--- config.mk ---
export PLATFORM = sky130hd
export DESIGN_NAME = cdb_arbiter
export DESIGN_NICKNAME = d
export VERILOG_FILES = /design/src/rtl/cdb_pkg.sv /design/src/rtl/rr_picker.sv /design/src/rtl/cdb_arbiter.sv
export SDC_FILE = /design/constraint.sdc
export NUM_CORES = 1
export LEC_CHECK = 0
export BUFFER_PORTS_ARGS = -buffer_cell sky130_fd_sc_hd__buf_2
export CORE_MARGIN = 8
export CORE_UTILIZATION = 45
export CTS_CLUSTER_DIAMETER = 150
export DETAILED_ROUTE_END_ITERATION = 7
export PLACE_DENSITY = 0.81
export SYNTH_ARGS = -nofsm -noshare
export SYNTH_HDL_FRONTEND = slang
export SYNTH_SLANG_ARGS = --single-unit
--- constraint.sdc ---
create_clock -name clk_in -period 3.6 [get_ports clk_in]
set_input_delay 0.72 -clock clk_in [delete_from_list [all_inputs] [get_ports clk_in]]
set_output_delay 0.72 -clock clk_in [all_outputs]
set_load 0.01 [all_outputs]
--- src/rtl/cdb_pkg.sv ---
// Shared definitions for the common-data-bus arbiter: commit-op encodings,
// payload field widths and the registered payload record.
package cdb_pkg;

  localparam int OP_W   = 3;
  localparam int RD_W   = 5;
  localparam int DATA_W = 32;

  typedef enum logic [OP_W-1:0] {
    OP_WRITE   = 3'b000,
    OP_JUMP    = 3'b001,
    OP_BOTH    = 3'b010,
    OP_LS      = 3'b011,
    OP_NOTHING = 3'b100
  } commit_op_e;

  // Tag and RS index widths are per-instance parameters, so they live outside.
  typedef struct packed {
    logic [OP_W-1:0]   op;
    logic [RD_W-1:0]   rd;
    logic [DATA_W-1:0] wdata;
    logic [DATA_W-1:0] jump;
  } cdb_payload_t;

endpackage

--- src/rtl/rr_picker.sv ---
// Combinational round-robin picker: first set request at or after ptr,
// wrapping modulo NUM_REQ (NUM_REQ need not be a power of two).
module rr_picker #(
  parameter int NUM_REQ = 3,
  parameter int IDX_W   = 2
) (
  input  logic [NUM_REQ-1:0] req,
  input  logic [IDX_W-1:0]   ptr,
  output logic [NUM_REQ-1:0] grant,
  output logic [IDX_W-1:0]   idx,
  output logic               any
);

  logic [IDX_W:0] cand [NUM_REQ];

  // cand[k] = (ptr + k) mod NUM_REQ, using one conditional subtract.
  generate
    for (genvar gi = 0; gi < NUM_REQ; gi++) begin : g_cand
      logic [IDX_W:0] sum;
      assign sum      = {1'b0, ptr} + (IDX_W+1)'(gi);
      assign cand[gi] = (sum >= (IDX_W+1)'(NUM_REQ)) ? sum - (IDX_W+1)'(NUM_REQ) : sum;
    end
  endgenerate

  // Scan from the far end so the closest candidate to ptr is written last.
  always_comb begin
    any = 1'b0;
    idx = '0;
    for (int k = NUM_REQ - 1; k >= 0; k--) begin
      if (req[cand[k]]) begin
        any = 1'b1;
        idx = cand[k][IDX_W-1:0];
      end
    end
    grant = any ? (NUM_REQ'(1) << idx) : '0;
  end

endmodule

--- src/rtl/cdb_arbiter.sv ---
// Arbitrates execution-unit results onto the single registered CDB/ROB port.
// Define CDB_OLDEST_FIRST_EN to pick the oldest tag relative to rob_head instead of round-robin.
module cdb_arbiter
  import cdb_pkg::*;
#(
  parameter int NUM_REQ   = 3,
  parameter int ROB_WIDTH = 4,
  parameter int RS_WIDTH  = 2,
  parameter int REQ_IDX_W = 2
) (
  input  logic                          clk_in,
  input  logic                          rst_in,
  input  logic                          rdy_in,
  input  logic                          clear,
  input  logic [ROB_WIDTH-1:0]          rob_head,
  input  logic [NUM_REQ-1:0]            req_valid,
  output logic [NUM_REQ-1:0]            req_ready,
  input  logic [NUM_REQ*ROB_WIDTH-1:0]  req_tag,
  input  logic [NUM_REQ*3-1:0]          req_op,
  input  logic [NUM_REQ*5-1:0]          req_rd,
  input  logic [NUM_REQ*32-1:0]         req_wdata,
  input  logic [NUM_REQ*32-1:0]         req_jump,
  input  logic [NUM_REQ*RS_WIDTH-1:0]   req_rs_index,
  output logic                          cdb_valid,
  output logic [ROB_WIDTH-1:0]          cdb_tag,
  output logic [2:0]                    cdb_op,
  output logic [4:0]                    cdb_rd,
  output logic [31:0]                   cdb_wdata,
  output logic [31:0]                   cdb_jump,
  output logic [RS_WIDTH-1:0]           cdb_rs_index,
  output logic [REQ_IDX_W-1:0]          cdb_src
);

  logic [REQ_IDX_W-1:0] rr_ptr_reg;
  logic [REQ_IDX_W-1:0] rr_ptr_next;
  logic [NUM_REQ-1:0]   rr_gnt;
  logic [REQ_IDX_W-1:0] rr_idx;
  logic                 rr_any;

  logic [NUM_REQ-1:0]   win_gnt;
  logic [REQ_IDX_W-1:0] win_idx;
  logic                 win_any;
  logic                 grant_en;

  rr_picker #(
    .NUM_REQ (NUM_REQ),
    .IDX_W   (REQ_IDX_W)
  ) u_picker (
    .req   (req_valid),
    .ptr   (rr_ptr_reg),
    .grant (rr_gnt),
    .idx   (rr_idx),
    .any   (rr_any)
  );

`ifdef CDB_OLDEST_FIRST_EN
  logic [ROB_WIDTH-1:0] age [NUM_REQ];
  logic [ROB_WIDTH-1:0] best_age;
  logic                 unused_rr;

  generate
    for (genvar gi = 0; gi < NUM_REQ; gi++) begin : g_age
      assign age[gi] = req_tag[gi*ROB_WIDTH +: ROB_WIDTH] - rob_head;
    end
  endgenerate

  // Strict less-than keeps the lowest index on equal ages.
  always_comb begin
    win_any  = 1'b0;
    win_idx  = '0;
    best_age = '0;
    for (int i = 0; i < NUM_REQ; i++) begin
      if (req_valid[i] && (!win_any || age[i] < best_age)) begin
        win_any  = 1'b1;
        win_idx  = REQ_IDX_W'(i);
        best_age = age[i];
      end
    end
    win_gnt = win_any ? (NUM_REQ'(1) << win_idx) : '0;
  end

  assign unused_rr = ^{rr_gnt, rr_idx, rr_any};
`else
  logic unused_rob_head;

  assign win_gnt         = rr_gnt;
  assign win_idx         = rr_idx;
  assign win_any         = rr_any;
  assign unused_rob_head = ^rob_head;
`endif

  assign grant_en    = rdy_in & ~clear & win_any;
  assign req_ready   = grant_en ? win_gnt : '0;
  assign rr_ptr_next = (win_idx == REQ_IDX_W'(NUM_REQ - 1)) ? '0 : win_idx + REQ_IDX_W'(1);

  cdb_payload_t         sel_pl;
  logic [ROB_WIDTH-1:0] sel_tag;
  logic [RS_WIDTH-1:0]  sel_rs;

  // One-hot select of the winning slice.
  always_comb begin
    sel_pl  = '0;
    sel_tag = '0;
    sel_rs  = '0;
    for (int i = 0; i < NUM_REQ; i++) begin
      if (win_gnt[i]) begin
        sel_pl.op    = req_op[i*OP_W +: OP_W];
        sel_pl.rd    = req_rd[i*RD_W +: RD_W];
        sel_pl.wdata = req_wdata[i*DATA_W +: DATA_W];
        sel_pl.jump  = req_jump[i*DATA_W +: DATA_W];
        sel_tag      = req_tag[i*ROB_WIDTH +: ROB_WIDTH];
        sel_rs       = req_rs_index[i*RS_WIDTH +: RS_WIDTH];
      end
    end
  end

  logic                 cdb_valid_reg;
  cdb_payload_t         cdb_pl_reg;
  logic [ROB_WIDTH-1:0] cdb_tag_reg;
  logic [RS_WIDTH-1:0]  cdb_rs_reg;
  logic [REQ_IDX_W-1:0] cdb_src_reg;

  always_ff @(posedge clk_in or posedge rst_in) begin
    if (rst_in) begin
      cdb_valid_reg <= 1'b0;
      cdb_pl_reg    <= '0;
      cdb_tag_reg   <= '0;
      cdb_rs_reg    <= '0;
      cdb_src_reg   <= '0;
      rr_ptr_reg    <= '0;
    end else if (rdy_in) begin
      cdb_valid_reg <= grant_en;
      if (grant_en) begin
        cdb_pl_reg  <= sel_pl;
        cdb_tag_reg <= sel_tag;
        cdb_rs_reg  <= sel_rs;
        cdb_src_reg <= win_idx;
        rr_ptr_reg  <= rr_ptr_next;
      end
    end
  end

  assign cdb_valid    = cdb_valid_reg;
  assign cdb_tag      = cdb_tag_reg;
  assign cdb_op       = cdb_pl_reg.op;
  assign cdb_rd       = cdb_pl_reg.rd;
  assign cdb_wdata    = cdb_pl_reg.wdata;
  assign cdb_jump     = cdb_pl_reg.jump;
  assign cdb_rs_index = cdb_rs_reg;
  assign cdb_src      = cdb_src_reg;

endmodule

==> impl_metrics.json <==
{
  "critPathCaptureType": "output pin",
  "r2r_start": "rr_ptr_reg[0]",
  "grt_pass1_vias": 6597,
  "final_hold_viol_count": 0,
  "cts_buffers": 9,
  "timing.slew.headroom_pct": 44.6,
  "swShare_pct": 45.9,
  "final_cell_mix": "324 x buf_2, 165 x nand2_1, 159 x nor2_1, 83 x dfrtp_1, 80 x a21oi_1",
  "htreeDepth": 3,
  "drt-pass1-iter-count": 5,
  "status": "finished clean",
  "gp_congestion": 0.834,
  "n_antenna_cell": 0,
  "power.leakage_nw": 3.99,
  "yosysWarnings": 0,
  "clkPwrFrac_pct": 15.6,
  "fin_nets": 1276,
  "p_comb_share_pct": 59.6,
  "cts_resized": 0,
  "grt_pass1_wl_um": 33400,
  "irDropWorstVdd_mv": 0.416,
  "wl_um": 21600,
  "crit_type": "flop to output pin",
  "wl_per_cell_um": 17.9,
  "syn_nets": 1007,
  "start_kind": "flop",
  "min_from": "cdb_wdata[3]",
  "p_per_area_nw_per_um2": 796,
  "setup_tns_ns": 0,
  "setup_violations": 0,
  "p_switching_w": 0.00282,
  "place_area_um2": 7400,
  "insertion_delay_ns": 0.34,
  "drive_gt1_share_pct": 37.3,
  "post-place-ws_ns": 0.549,
  "pwr-share-seq_pct": 24.8,
  "port_buffers": 324,
  "nFillCells": 1209,
  "synth_cell_types": 32,
  "ant_nets": 0,
  "rsz0062_at_grt": "no",
  "finalCritPeriodShare_pct": 88.2,
  "clk_path_buf_depth": 2,
  "rows": 41,
  "antenna_found_initial": 2,
  "drt_iter0_drc": 525,
  "post-dp-hpwl_um": 15500,
  "max_freq_mhz": 315,
  "start_util_pct": 46.2,
  "viasPerCell": 5.58,
  "fin_ws_ns": 0.425,
  "cts_tree": "done",
  "critical_path.max_fanout": 13,
  "hold_buffers": 0,
  "whs_endpoint": "cdb_wdata[3]",
  "grt_max_degree": 157,
  "yosysSeqAreaShare_pct": 35.6,
  "intPower_w": 0.00332,
  "syn_inst": 759,
  "drc": 0,
  "cap_violations": 0,
  "synth_area_per_cell_um2": 7.68,
  "synth.cell_area_um2": 5830,
  "rr_endpoint": "cdb_wdata[26]",
  "grt_overflow": 0,
  "maxSlewViolCount": 0,
  "cts.reportedPaths.clkPinSlew_ns": 0.06,
  "synth_seq_cells": 83,
  "cts_setup_buffers": 0,
  "regToRegSetupSlack_ns": 0.53,
  "grt.total_usage_pct": 24.9,
  "period_minus_slack_ns": 3.17,
  "finalInstanceArea_um2": 7710,
  "ioPinCount": 329,
  "worstPathRequired_ns": 2.88,
  "final_common_cell": "buf_2",
  "core_um2": 12600,
  "finalClockSkew_ns": 0.00521,
  "num_vias": 6718,
  "area_delta_synth_final_pct": 32.3,
  "tightestPinTransition_ns": 0.830,
  "holdPathStages": 2,
  "cts-root-buf": "clkbuf_16",
  "die_y_um": 130,
  "die_w_um": 130,
  "clock_sinks": 83,
  "r2r_cells": 9,
  "dieArea_um2": 16800,
  "crit_arrival_ns": 2.45,
  "hold_class": "flop to flop"
}
-- cells by family (layout without fill, tap and decap cells) --
family,Yosys count,in the layout,share of synthesized area [%]
AND/OR/NAND/NOR,333,333,22.1
flip-flops,83,83,35.6
AO/OA/AOI/OAI,249,249,32.9
adder cells (fa/ha/maj),3,3,0.644
multiplexers,2,2,0.344
buffers and inverters,89,363,8.42
-- Yosys cell counts --
cell type  count  area, µm²
nand2_1      165        619
mux2i_1        2       20.0
o311ai_0       1       8.76
a221oi_2      22        330
nand2b_1       2       12.5
or2_1          1       6.26
o31ai_1       78        586
nor2_1       159        597
a21o_1         2       15.0
inv_1          7       26.3
and2_1         1       6.26
a21bo_2        1       10.0
buf_2         41        205
a21oi_1       80        400
buf_1          4       15.0
dfrtp_1       83       2080
buf_4          2       15.0
and4_4         1       11.3
o221ai_2       1       15.0
clkbuf_1      22       82.6
ha_1           3       37.5
o41ai_1        1       8.76
o21ai_0        2       10.0
a21boi_0       2       15.0
nor3b_2        1       12.5
o211a_1        1       10.0
buf_6         13        146
o22ai_1        1       6.26
a221oi_1      56        490
o221a_2        1       11.3
nor2b_1        2       12.5
and3b_1        1       8.76
-- cell type report --
type	count	area [µm²]	area share, %
multi-input combinational	587	3290	42.7
clock inverter	1	30.0	0.389
clock buffer	15	278	3.60
tap	172	215	2.79
sequential	83	2080	26.9
timing repair buffer	340	1790	23.2
inverter	7	27.5	0.357
-- power groups by stage --
stage | sequential (W) | combinational (W) | clock (W)
final | 0.00152 | 0.00366 | 0.000959
after global routing | 0.00158 | 0.00407 | 0.00102
after CTS | 0.00153 | 0.00368 | 0.000978
after detailed placement | 0.00153 | 0.00367 | 0
after global placement | 0.00152 | 0.00360 | 0
after floorplan | 0.00171 | 0.00251 | 0
-- metrics by stage --
step	utilization (%)	hold WS [ns]	total power, W	cells
final	61.1	0.471	0.00614	1205
after global routing	61.1	0.491	0.00666	1205
after CTS	61.1	0.474	0.00618	1205
after detailed placement	58.7	0.461	0.00521	1189
after global placement	58.7	0.454	0.00512	1189
after floorplan	-	0.479	0.00421	759
-- worst max-delay path: stages (launching register included) --
cell	delay [ns]
dfrtp_1	0.41
inv_1	0.06
ha_1	0.45
a21bo_2	0.23
a21oi_1	0.07
o41ai_2	0.60
nor3b_2	0.13
buf_2	0.18
-- routing by layer --
layer	track usage, %	wire length, µm	share of wire, %	up-vias
li1	-	-	-	3256
met1	28.8	8160	38	3099
met2	42.3	10400	48	312
met3	7.87	2300	11	47
met4	9.77	654	3.0	4
met5	0	24	0.11	-
-- worst max path at each step --
stage                     cells after the start            end          start
after floorplan                               1    cdb_jump[0]         rst_in
after global placement                        9  cdb_wdata[10]  rr_ptr_reg[0]
after detailed placement                      9  cdb_wdata[26]  rr_ptr_reg[0]
after CTS                                     7   req_ready[2]  rr_ptr_reg[1]
after global routing                          7   req_ready[2]  rr_ptr_reg[0]
final                                         7   req_ready[0]  rr_ptr_reg[1]
Power figures use the tool's default switching activity.
